**config.mk**
```make
export PLATFORM = sky130hd
export DESIGN_NAME = mips_control_unit_flat
export DESIGN_NICKNAME = d
export VERILOG_FILES = /design/src/rtl/mips_control_unit_pkg.sv /design/src/rtl/mips_control_unit_if.sv /design/src/rtl/mips_control_unit_main_decoder.sv /design/src/rtl/mips_control_unit.sv /design/src/flat_wrapper.sv
export SDC_FILE = /design/constraint.sdc
export NUM_CORES = 1
export LEC_CHECK = 0
export ABC_AREA = 1
export BUFFER_PORTS_ARGS = -buffer_cell sky130_fd_sc_hd__buf_2
export CAP_MARGIN = 20
export CELL_PAD_IN_SITES_DETAIL_PLACEMENT = 0
export CELL_PAD_IN_SITES_GLOBAL_PLACEMENT = 1
export CORE_MARGIN = 5
export CORE_UTILIZATION = 33
export CTS_BUF_LIST = sky130_fd_sc_hd__clkbuf_16
export DETAILED_ROUTE_END_ITERATION = 8
export PLACE_DENSITY = 0.81
export REMOVE_ABC_BUFFERS = 1
export SYNTH_ARGS = -nofsm -noshare
export SYNTH_HDL_FRONTEND = slang
export SYNTH_SLANG_ARGS = --single-unit
```
**constraint.sdc**
```tcl
create_clock -name clk -period 3.97 [get_ports clk]
set_clock_uncertainty 0.2 [all_clocks]
set_input_delay 0.1985 -clock clk [delete_from_list [all_inputs] [get_ports clk]]
set_output_delay 0.1985 -clock clk [all_outputs]
set_load 0.01 [all_outputs]
```
**src/rtl/mips_control_unit_pkg.sv**
```systemverilog
// Shared encodings for the MIPS control sequencer: opcodes, functs, mux selects,
// ALU codes, error codes, FSM states and the decoded control bundle.
package mips_ctrl_pkg;

    localparam logic [5:0] OP_RTYPE = 6'h00;
    localparam logic [5:0] OP_J     = 6'h02;
    localparam logic [5:0] OP_BEQ   = 6'h04;
    localparam logic [5:0] OP_BNE   = 6'h05;
    localparam logic [5:0] OP_ADDI  = 6'h08;
    localparam logic [5:0] OP_SLTI  = 6'h0A;
    localparam logic [5:0] OP_LW    = 6'h23;
    localparam logic [5:0] OP_SW    = 6'h2B;

    localparam logic [5:0] FN_MFHI  = 6'h10;
    localparam logic [5:0] FN_MFLO  = 6'h12;
    localparam logic [5:0] FN_MULT  = 6'h18;
    localparam logic [5:0] FN_MULTU = 6'h19;
    localparam logic [5:0] FN_DIV   = 6'h1A;
    localparam logic [5:0] FN_DIVU  = 6'h1B;
    localparam logic [5:0] FN_ADD   = 6'h20;
    localparam logic [5:0] FN_SUB   = 6'h22;
    localparam logic [5:0] FN_AND   = 6'h24;
    localparam logic [5:0] FN_OR    = 6'h25;
    localparam logic [5:0] FN_SLT   = 6'h2A;

    localparam logic       WA3_RD    = 1'b0;
    localparam logic       WA3_RT    = 1'b1;
    localparam logic [1:0] WD_ALU    = 2'd0;
    localparam logic [1:0] WD_MEM    = 2'd1;
    localparam logic [1:0] WD_HI     = 2'd2;
    localparam logic [1:0] WD_LO     = 2'd3;
    localparam logic       SRCB_REG  = 1'b0;
    localparam logic       SRCB_IMM  = 1'b1;
    localparam logic [1:0] PC_PLUS4  = 2'd0;
    localparam logic [1:0] PC_BRANCH = 2'd1;
    localparam logic [1:0] PC_JUMP   = 2'd2;

    localparam logic [2:0] ALU_AND = 3'b000;
    localparam logic [2:0] ALU_OR  = 3'b001;
    localparam logic [2:0] ALU_ADD = 3'b010;
    localparam logic [2:0] ALU_SUB = 3'b110;
    localparam logic [2:0] ALU_SLT = 3'b111;

    localparam logic [1:0] ERR_NONE    = 2'b00;
    localparam logic [1:0] ERR_ILLEGAL = 2'b01;
    localparam logic [1:0] ERR_TIMEOUT = 2'b10;

    typedef enum logic [1:0] {
        ST_BOOT,
        ST_RUN,
        ST_MD_BUSY,
        ST_HALT
    } state_t;

    typedef struct packed {
        logic       wa3_sel;
        logic [1:0] wd_sel;
        logic       srcb_sel;
        logic [2:0] alu_ctrl;
        logic       reg_we;
        logic       mem_we;
        logic       is_beq;
        logic       is_bne;
        logic       is_jump;
        logic [1:0] md_op;
    } ctrl_t;

endpackage

```
**src/rtl/mips_control_unit_if.sv**
```systemverilog
// Datapath-facing bundle of the control unit: instruction/flags in, controls out.
interface mips_control_unit_if;
    logic [31:0] instruction;
    logic        alu_zero;
    logic        md_done;
    logic        write_addr3_sel;
    logic [1:0]  reg_write_data_sel;
    logic        alu_src_b_sel;
    logic [1:0]  PC_sel;
    logic [2:0]  alu_ctrl;
    logic        reg_write_en;
    logic        mem_write_en;
    logic        pc_en;
    logic        md_start;
    logic [1:0]  md_op;
    logic        halted;
    logic [1:0]  err_code;

    modport master (
        input  instruction, alu_zero, md_done,
        output write_addr3_sel, reg_write_data_sel, alu_src_b_sel, PC_sel, alu_ctrl,
               reg_write_en, mem_write_en, pc_en, md_start, md_op, halted, err_code
    );

    modport slave (
        output instruction, alu_zero, md_done,
        input  write_addr3_sel, reg_write_data_sel, alu_src_b_sel, PC_sel, alu_ctrl,
               reg_write_en, mem_write_en, pc_en, md_start, md_op, halted, err_code
    );
endinterface

```
**src/rtl/mips_control_unit_main_decoder.sv**
```systemverilog
// Stateless instruction decode: control bundle plus mul/div, hi/lo-read and illegal flags.
module mips_main_decoder
    import mips_ctrl_pkg::*;
(
    input  logic [5:0] i_opcode,
    input  logic [5:0] i_funct,
    output ctrl_t      o_ctrl,
    output logic       o_is_md,
    output logic       o_is_hilo_read,
    output logic       o_illegal
);

    always_comb begin
        o_ctrl         = '0;
        o_is_md        = 1'b0;
        o_is_hilo_read = 1'b0;
        o_illegal      = 1'b0;
        case (i_opcode)
            OP_RTYPE: begin
                o_ctrl.wa3_sel  = WA3_RD;
                o_ctrl.srcb_sel = SRCB_REG;
                case (i_funct)
                    FN_ADD: begin o_ctrl.reg_we = 1'b1; o_ctrl.alu_ctrl = ALU_ADD; end
                    FN_SUB: begin o_ctrl.reg_we = 1'b1; o_ctrl.alu_ctrl = ALU_SUB; end
                    FN_AND: begin o_ctrl.reg_we = 1'b1; o_ctrl.alu_ctrl = ALU_AND; end
                    FN_OR:  begin o_ctrl.reg_we = 1'b1; o_ctrl.alu_ctrl = ALU_OR;  end
                    FN_SLT: begin o_ctrl.reg_we = 1'b1; o_ctrl.alu_ctrl = ALU_SLT; end
                    FN_MFHI: begin
                        o_ctrl.reg_we  = 1'b1;
                        o_ctrl.wd_sel  = WD_HI;
                        o_is_hilo_read = 1'b1;
                    end
                    FN_MFLO: begin
                        o_ctrl.reg_we  = 1'b1;
                        o_ctrl.wd_sel  = WD_LO;
                        o_is_hilo_read = 1'b1;
                    end
                    FN_MULT, FN_MULTU, FN_DIV, FN_DIVU: begin
                        o_ctrl.md_op = i_funct[1:0];
                        o_is_md      = 1'b1;
                    end
                    default: o_illegal = 1'b1;
                endcase
            end
            OP_LW: begin
                o_ctrl.wa3_sel  = WA3_RT;
                o_ctrl.wd_sel   = WD_MEM;
                o_ctrl.srcb_sel = SRCB_IMM;
                o_ctrl.alu_ctrl = ALU_ADD;
                o_ctrl.reg_we   = 1'b1;
            end
            OP_SW: begin
                o_ctrl.srcb_sel = SRCB_IMM;
                o_ctrl.alu_ctrl = ALU_ADD;
                o_ctrl.mem_we   = 1'b1;
            end
            OP_ADDI, OP_SLTI: begin
                o_ctrl.wa3_sel  = WA3_RT;
                o_ctrl.srcb_sel = SRCB_IMM;
                o_ctrl.reg_we   = 1'b1;
                o_ctrl.alu_ctrl = (i_opcode == OP_SLTI) ? ALU_SLT : ALU_ADD;
            end
            OP_BEQ: begin o_ctrl.alu_ctrl = ALU_SUB; o_ctrl.is_beq = 1'b1; end
            OP_BNE: begin o_ctrl.alu_ctrl = ALU_SUB; o_ctrl.is_bne = 1'b1; end
            OP_J:   o_ctrl.is_jump = 1'b1;
            default: o_illegal = 1'b1;
        endcase
        // Illegal words must not leak any partial decode onto the datapath.
        if (o_illegal) o_ctrl = '0;
    end

endmodule

```
**src/rtl/mips_control_unit.sv**
```systemverilog
// Control sequencer: Mealy decode gated by a BOOT/RUN/MD_BUSY/HALT FSM that
// issues mul/div ops, stalls hi/lo users while busy, and halts on faults.
module mips_control_unit
    import mips_ctrl_pkg::*;
#(
    parameter int MD_TIMEOUT = 64,
    parameter int CNT_W      = 7
) (
    input  logic                clk,
    input  logic                reset,
    mips_control_unit_if.master bus
);

    state_t           r_state;
    logic [CNT_W-1:0] r_cnt;
    logic [1:0]       r_err;

    ctrl_t w_ctrl;
    logic  w_is_md, w_is_hilo, w_illegal;
    logic  w_active, w_legal, w_stall, w_take;
    logic  w_unused_bits;

    assign w_unused_bits = ^bus.instruction[25:6];

    mips_main_decoder u_dec (
        .i_opcode      (bus.instruction[31:26]),
        .i_funct       (bus.instruction[5:0]),
        .o_ctrl        (w_ctrl),
        .o_is_md       (w_is_md),
        .o_is_hilo_read(w_is_hilo),
        .o_illegal     (w_illegal)
    );

    assign w_active = (r_state == ST_RUN) || (r_state == ST_MD_BUSY);
    assign w_legal  = w_active && !w_illegal;
    // Anything touching hi/lo waits until the unit reports done.
    assign w_stall  = (r_state == ST_MD_BUSY) && (w_is_md || w_is_hilo);
    assign w_take   = (w_ctrl.is_beq && bus.alu_zero) || (w_ctrl.is_bne && !bus.alu_zero);

    always_comb begin
        bus.write_addr3_sel    = 1'b0;
        bus.reg_write_data_sel = 2'd0;
        bus.alu_src_b_sel      = 1'b0;
        bus.PC_sel             = PC_PLUS4;
        bus.alu_ctrl           = 3'b000;
        bus.reg_write_en       = 1'b0;
        bus.mem_write_en       = 1'b0;
        bus.pc_en              = 1'b0;
        bus.md_start           = 1'b0;
        bus.md_op              = 2'b00;
        if (w_legal) begin
            bus.write_addr3_sel    = w_ctrl.wa3_sel;
            bus.reg_write_data_sel = w_ctrl.wd_sel;
            bus.alu_src_b_sel      = w_ctrl.srcb_sel;
            bus.alu_ctrl           = w_ctrl.alu_ctrl;
            bus.PC_sel             = w_ctrl.is_jump ? PC_JUMP : (w_take ? PC_BRANCH : PC_PLUS4);
            bus.reg_write_en       = w_ctrl.reg_we && !w_stall;
            bus.mem_write_en       = w_ctrl.mem_we && !w_stall;
            bus.pc_en              = !w_stall;
            bus.md_start           = w_is_md && !w_stall;
            bus.md_op              = (w_is_md && !w_stall) ? w_ctrl.md_op : 2'b00;
        end
    end

    assign bus.halted   = (r_state == ST_HALT);
    assign bus.err_code = r_err;

    always_ff @(posedge clk or posedge reset) begin
        if (reset) begin
            r_state <= ST_BOOT;
            r_cnt   <= '0;
            r_err   <= ERR_NONE;
        end else begin
            case (r_state)
                ST_BOOT: r_state <= ST_RUN;
                ST_RUN: begin
                    if (w_illegal) begin
                        r_state <= ST_HALT;
                        r_err   <= ERR_ILLEGAL;
                    end else if (w_is_md) begin
                        r_state <= ST_MD_BUSY;
                        r_cnt   <= '0;
                    end
                end
                ST_MD_BUSY: begin
                    r_cnt <= r_cnt + 1'b1;
                    if (w_illegal) begin
                        r_state <= ST_HALT;
                        r_err   <= ERR_ILLEGAL;
                    end else if (bus.md_done) begin
                        r_state <= ST_RUN;
                    end else if (r_cnt == CNT_W'(MD_TIMEOUT - 1)) begin
                        r_state <= ST_HALT;
                        r_err   <= ERR_TIMEOUT;
                    end
                end
                default: r_state <= ST_HALT;
            endcase
        end
    end

endmodule

```
**src/flat_wrapper.sv**
```systemverilog
// flat-port wrapper written by rule: the top's interface ports become plain ports
module mips_control_unit_flat import mips_ctrl_pkg::*;
#(
    parameter int MD_TIMEOUT = 64,
    parameter int CNT_W      = 7
)
  (clk, reset, bus_instruction, bus_alu_zero, bus_md_done, bus_write_addr3_sel, bus_reg_write_data_sel, bus_alu_src_b_sel, bus_PC_sel, bus_alu_ctrl, bus_reg_write_en, bus_mem_write_en, bus_pc_en, bus_md_start, bus_md_op, bus_halted, bus_err_code);
  mips_control_unit_if bus_i ();
  input  logic clk;
  input  logic reset;
  input wire logic [$bits(bus_i.instruction)-1:0] bus_instruction;
  input wire logic [$bits(bus_i.alu_zero)-1:0] bus_alu_zero;
  input wire logic [$bits(bus_i.md_done)-1:0] bus_md_done;
  output wire logic [$bits(bus_i.write_addr3_sel)-1:0] bus_write_addr3_sel;
  output wire logic [$bits(bus_i.reg_write_data_sel)-1:0] bus_reg_write_data_sel;
  output wire logic [$bits(bus_i.alu_src_b_sel)-1:0] bus_alu_src_b_sel;
  output wire logic [$bits(bus_i.PC_sel)-1:0] bus_PC_sel;
  output wire logic [$bits(bus_i.alu_ctrl)-1:0] bus_alu_ctrl;
  output wire logic [$bits(bus_i.reg_write_en)-1:0] bus_reg_write_en;
  output wire logic [$bits(bus_i.mem_write_en)-1:0] bus_mem_write_en;
  output wire logic [$bits(bus_i.pc_en)-1:0] bus_pc_en;
  output wire logic [$bits(bus_i.md_start)-1:0] bus_md_start;
  output wire logic [$bits(bus_i.md_op)-1:0] bus_md_op;
  output wire logic [$bits(bus_i.halted)-1:0] bus_halted;
  output wire logic [$bits(bus_i.err_code)-1:0] bus_err_code;
  assign bus_i.instruction = bus_instruction;
  assign bus_i.alu_zero = bus_alu_zero;
  assign bus_i.md_done = bus_md_done;
  assign bus_write_addr3_sel = bus_i.write_addr3_sel;
  assign bus_reg_write_data_sel = bus_i.reg_write_data_sel;
  assign bus_alu_src_b_sel = bus_i.alu_src_b_sel;
  assign bus_PC_sel = bus_i.PC_sel;
  assign bus_alu_ctrl = bus_i.alu_ctrl;
  assign bus_reg_write_en = bus_i.reg_write_en;
  assign bus_mem_write_en = bus_i.mem_write_en;
  assign bus_pc_en = bus_i.pc_en;
  assign bus_md_start = bus_i.md_start;
  assign bus_md_op = bus_i.md_op;
  assign bus_halted = bus_i.halted;
  assign bus_err_code = bus_i.err_code;
  mips_control_unit #(.MD_TIMEOUT(MD_TIMEOUT), .CNT_W(CNT_W)) u_core (.clk(clk), .reset(reset), .bus(bus_i));
endmodule
```
==> summary.txt <==
status - finished, final reports clean
Worst Path Arrival - 1.63 ns
maximum VDD drop - 0.000148 V
number of buffers added for setup after CTS - 0
first-pass GRT wire length - 4320 um
Total Routing Usage GR - 0.118
initial antenna violation count - 0
TritonCTS clock tree - done
Slew Viols, Final - 0
Worst setup EP type - output port
Worst slew margin - 0.726
cts hold-fix bufs - 1
CP Cell Sequence - inv_1 -> ha_1 -> inv_1 -> nor2_4 -> nand3_2 -> nor2_1 -> buf_2
actual slew at the worst max-slew pin - 0.410 ns
# diodes - 0
synthesized instance count - 168
CTS clk-pin slew, worst paths - 0.04 ns
die span in y - 68.4 um
IO Count - 54
Critical path origin - u_core.r_state[1]
pin count of the biggest net entering global routing - 13
Yosys reg bits - 11
Synth Cell Area - 0.00112 mm^2
HPWL after DPL - 2050 um
slowest CP cell - dfrtp_1
Max clock buf depth - 2
CTS Buf Count - 3
Synth cell types - 30
gr ovfl total - 0
CP Class - flip-flop to output port
Via Count - 1137
vias in the first global route - 1026
Worst Path Required - 3.57 ns
die area - 0.00468 mm^2
clock share of power - 0.287
Final setup viols - 0
Crit path largest cell delay - 0.40 ns
Core Region - 0.00331 mm^2
Final Hold Fails - 0
Worst setup SP type - flip-flop
switching part of the total power - 0.399
Site Rows - 21
Wirelength per Cell - 9.96 um
Mean Syn Cell Area - 6.70 um^2
Die X - 68.4 um
Layout fillers - 374
Hold Crit Start - bus_md_done
Post-DRT Antenna Nets - 0
Seq pwr share - 0.266
Cell Pwr Density - 438 mW/mm^2
Initial Utilization - 0.340
vias per inst - 4.53
layout cells sized above 1 - 0.273
Layout area overhead - 26.7%
Root Buffer - clkbuf_16
drt drc - 0
First-pass DRT Iterations - 4
Period Utilization, post-route - 0.510
final core occ - 0.430
Int Pwr - 0.375 mW
synth warn - 0
commonest non-fill, non-tap cells in the layout - 33 x buf_2, 31 x inv_1, 27 x nand2_1
worst flop-to-flop path startpoint - u_core.r_state[0]
CTS resizes - 0
I/O Buffers - 33
starting DRC count in detailed routing - 44
Routed WL - 2500 um
clock latency on the worst-skew pair - 0.24 ns
RePlAce Congestion - 0.794
Setup Total Neg Slack - 0 ns
nets@finish - 247
commonest non-fill, non-tap cell in the layout - buf_2
clock sink count - 11
sequential share of the synthesized area - 0.245
Comb power frac - 0.448
hold_ws - 0.0748 ns
cell mode on critical path - inv_1
RSZ-0062 raised after global routing - false
Leak Pwr - 0.778 nW
H-tree depth - 1
Final min period - 2.03 ns
maximum clock rate - 494 MHz
sw power - 0.249 mW
critical-path maximum fanout - 4
Max-cap violations - 0
worst hold path type - primary input to flip-flop
-- worst max-delay path, delay by kind of cell (launching register included) --
kind                     cells  cell delay [ns]
adder cells (fa/ha/maj)      1             0.34
AND/OR/NAND/NOR              3             0.31
flip-flops                   1             0.40
buffers and inverters        3             0.33
-- area by class of cell --
cell class / count / area [um^2] / area share
Timing Repair Buffer: 34 / 175 / 0.123
Multi-Input combinational cell: 124 / 717 / 0.503
Inverter: 32 / 121 / 0.0852
Tap cell: 46 / 57.6 / 0.0404
Clock buffer: 3 / 75.1 / 0.0527
Sequential cell: 11 / 275 / 0.193
Clock inverter: 1 / 3.75 / 0.00263
-- logic make-up after synthesis --
group                    after synthesis  share of synthesized area
AND/OR/NAND/NOR                       95                      0.429
buffers and inverters                 33                      0.118
AO/OA/AOI/OAI                         19                      0.112
flip-flops                            11                      0.245
adder cells (fa/ha/maj)                5                     0.0556
XOR/XNOR                               4                     0.0312
multiplexers                           1                    0.00890
-- per-layer routing --
layer	routed length, um	up-vias	global-route usage
met4	48	0	0.0447
met5	0	-	0
li1	-	612	-
met1	1270	491	0.168
met3	132	5	0.0164
met2	1050	29	0.178
-- path summary, 6_finish.rpt --
kind	endpoint	slack, ns	depth (start not counted)
max in group asynchronous	u_core.r_cnt[4]	2.95	3
worst min-delay path	u_core.bus.err_code[0]	0.07	3
worst max register to register	u_core.r_state[1]	2.05	9
worst min register to register	u_core.bus.err_code[1]	0.29	1
worst max-delay path	bus_md_op[1]	1.94	7
min in group asynchronous	u_core.r_state[0]	0.33	3
-- through the flow --
| step | instance area (um^2) | std cells | worst slack, ns | total power [mW] |
|---|---|---|---|---|
| 3_5_place_dp | 1340 | 246 | 2.06 | 0.445 |
| 3_3_place_gp | 1340 | 246 | 2.02 | 0.449 |
| 6_report | 1430 | 251 | 1.94 | 0.624 |
| 2_1_floorplan | 1110 | 167 | 2.32 | 0.382 |
| 4_1_cts | 1430 | 251 | 1.92 | 0.629 |
| 5_1_grt | 1430 | 251 | 1.84 | 0.676 |
-- synthesized netlist by cell type (all sizes together) --
library cell / count / area, um^2
nand3b: 1 / 7.51
nor2: 31 / 146
mux2i: 1 / 10.0
o21a: 4 / 30.0
ha: 5 / 62.6
nand2: 32 / 143
xor2: 3 / 26.3
nor4: 2 / 12.5
o21ai: 6 / 30.0
buf: 1 / 11.3
nand4: 4 / 25.0
inv: 31 / 116
or2: 1 / 6.26
dfrtp: 11 / 275
nand3: 21 / 123
o22ai: 2 / 12.5
a21oi: 7 / 53.8
clkinv: 1 / 5.00
nor3: 3 / 20.0
xnor2: 1 / 8.76
-- registers in the layout (all words and copies together), names as in the netlist --
| signal | flops |
|---|---|
| u_core.bus.err_code | 2 |
| u_core.r_cnt | 7 |
| u_core.r_state | 2 |
-- power by group through the flow --
stage	clock, mW	sequential, mW	combinational, mW
2_1_floorplan	0	0.160	0.221
3_3_place_gp	0	0.168	0.281
3_5_place_dp	0	0.166	0.279
4_1_cts	0.182	0.166	0.281
5_1_grt	0.188	0.170	0.317
6_report	0.179	0.166	0.279
No activity file was read; power rests on OpenSTA's default activity.
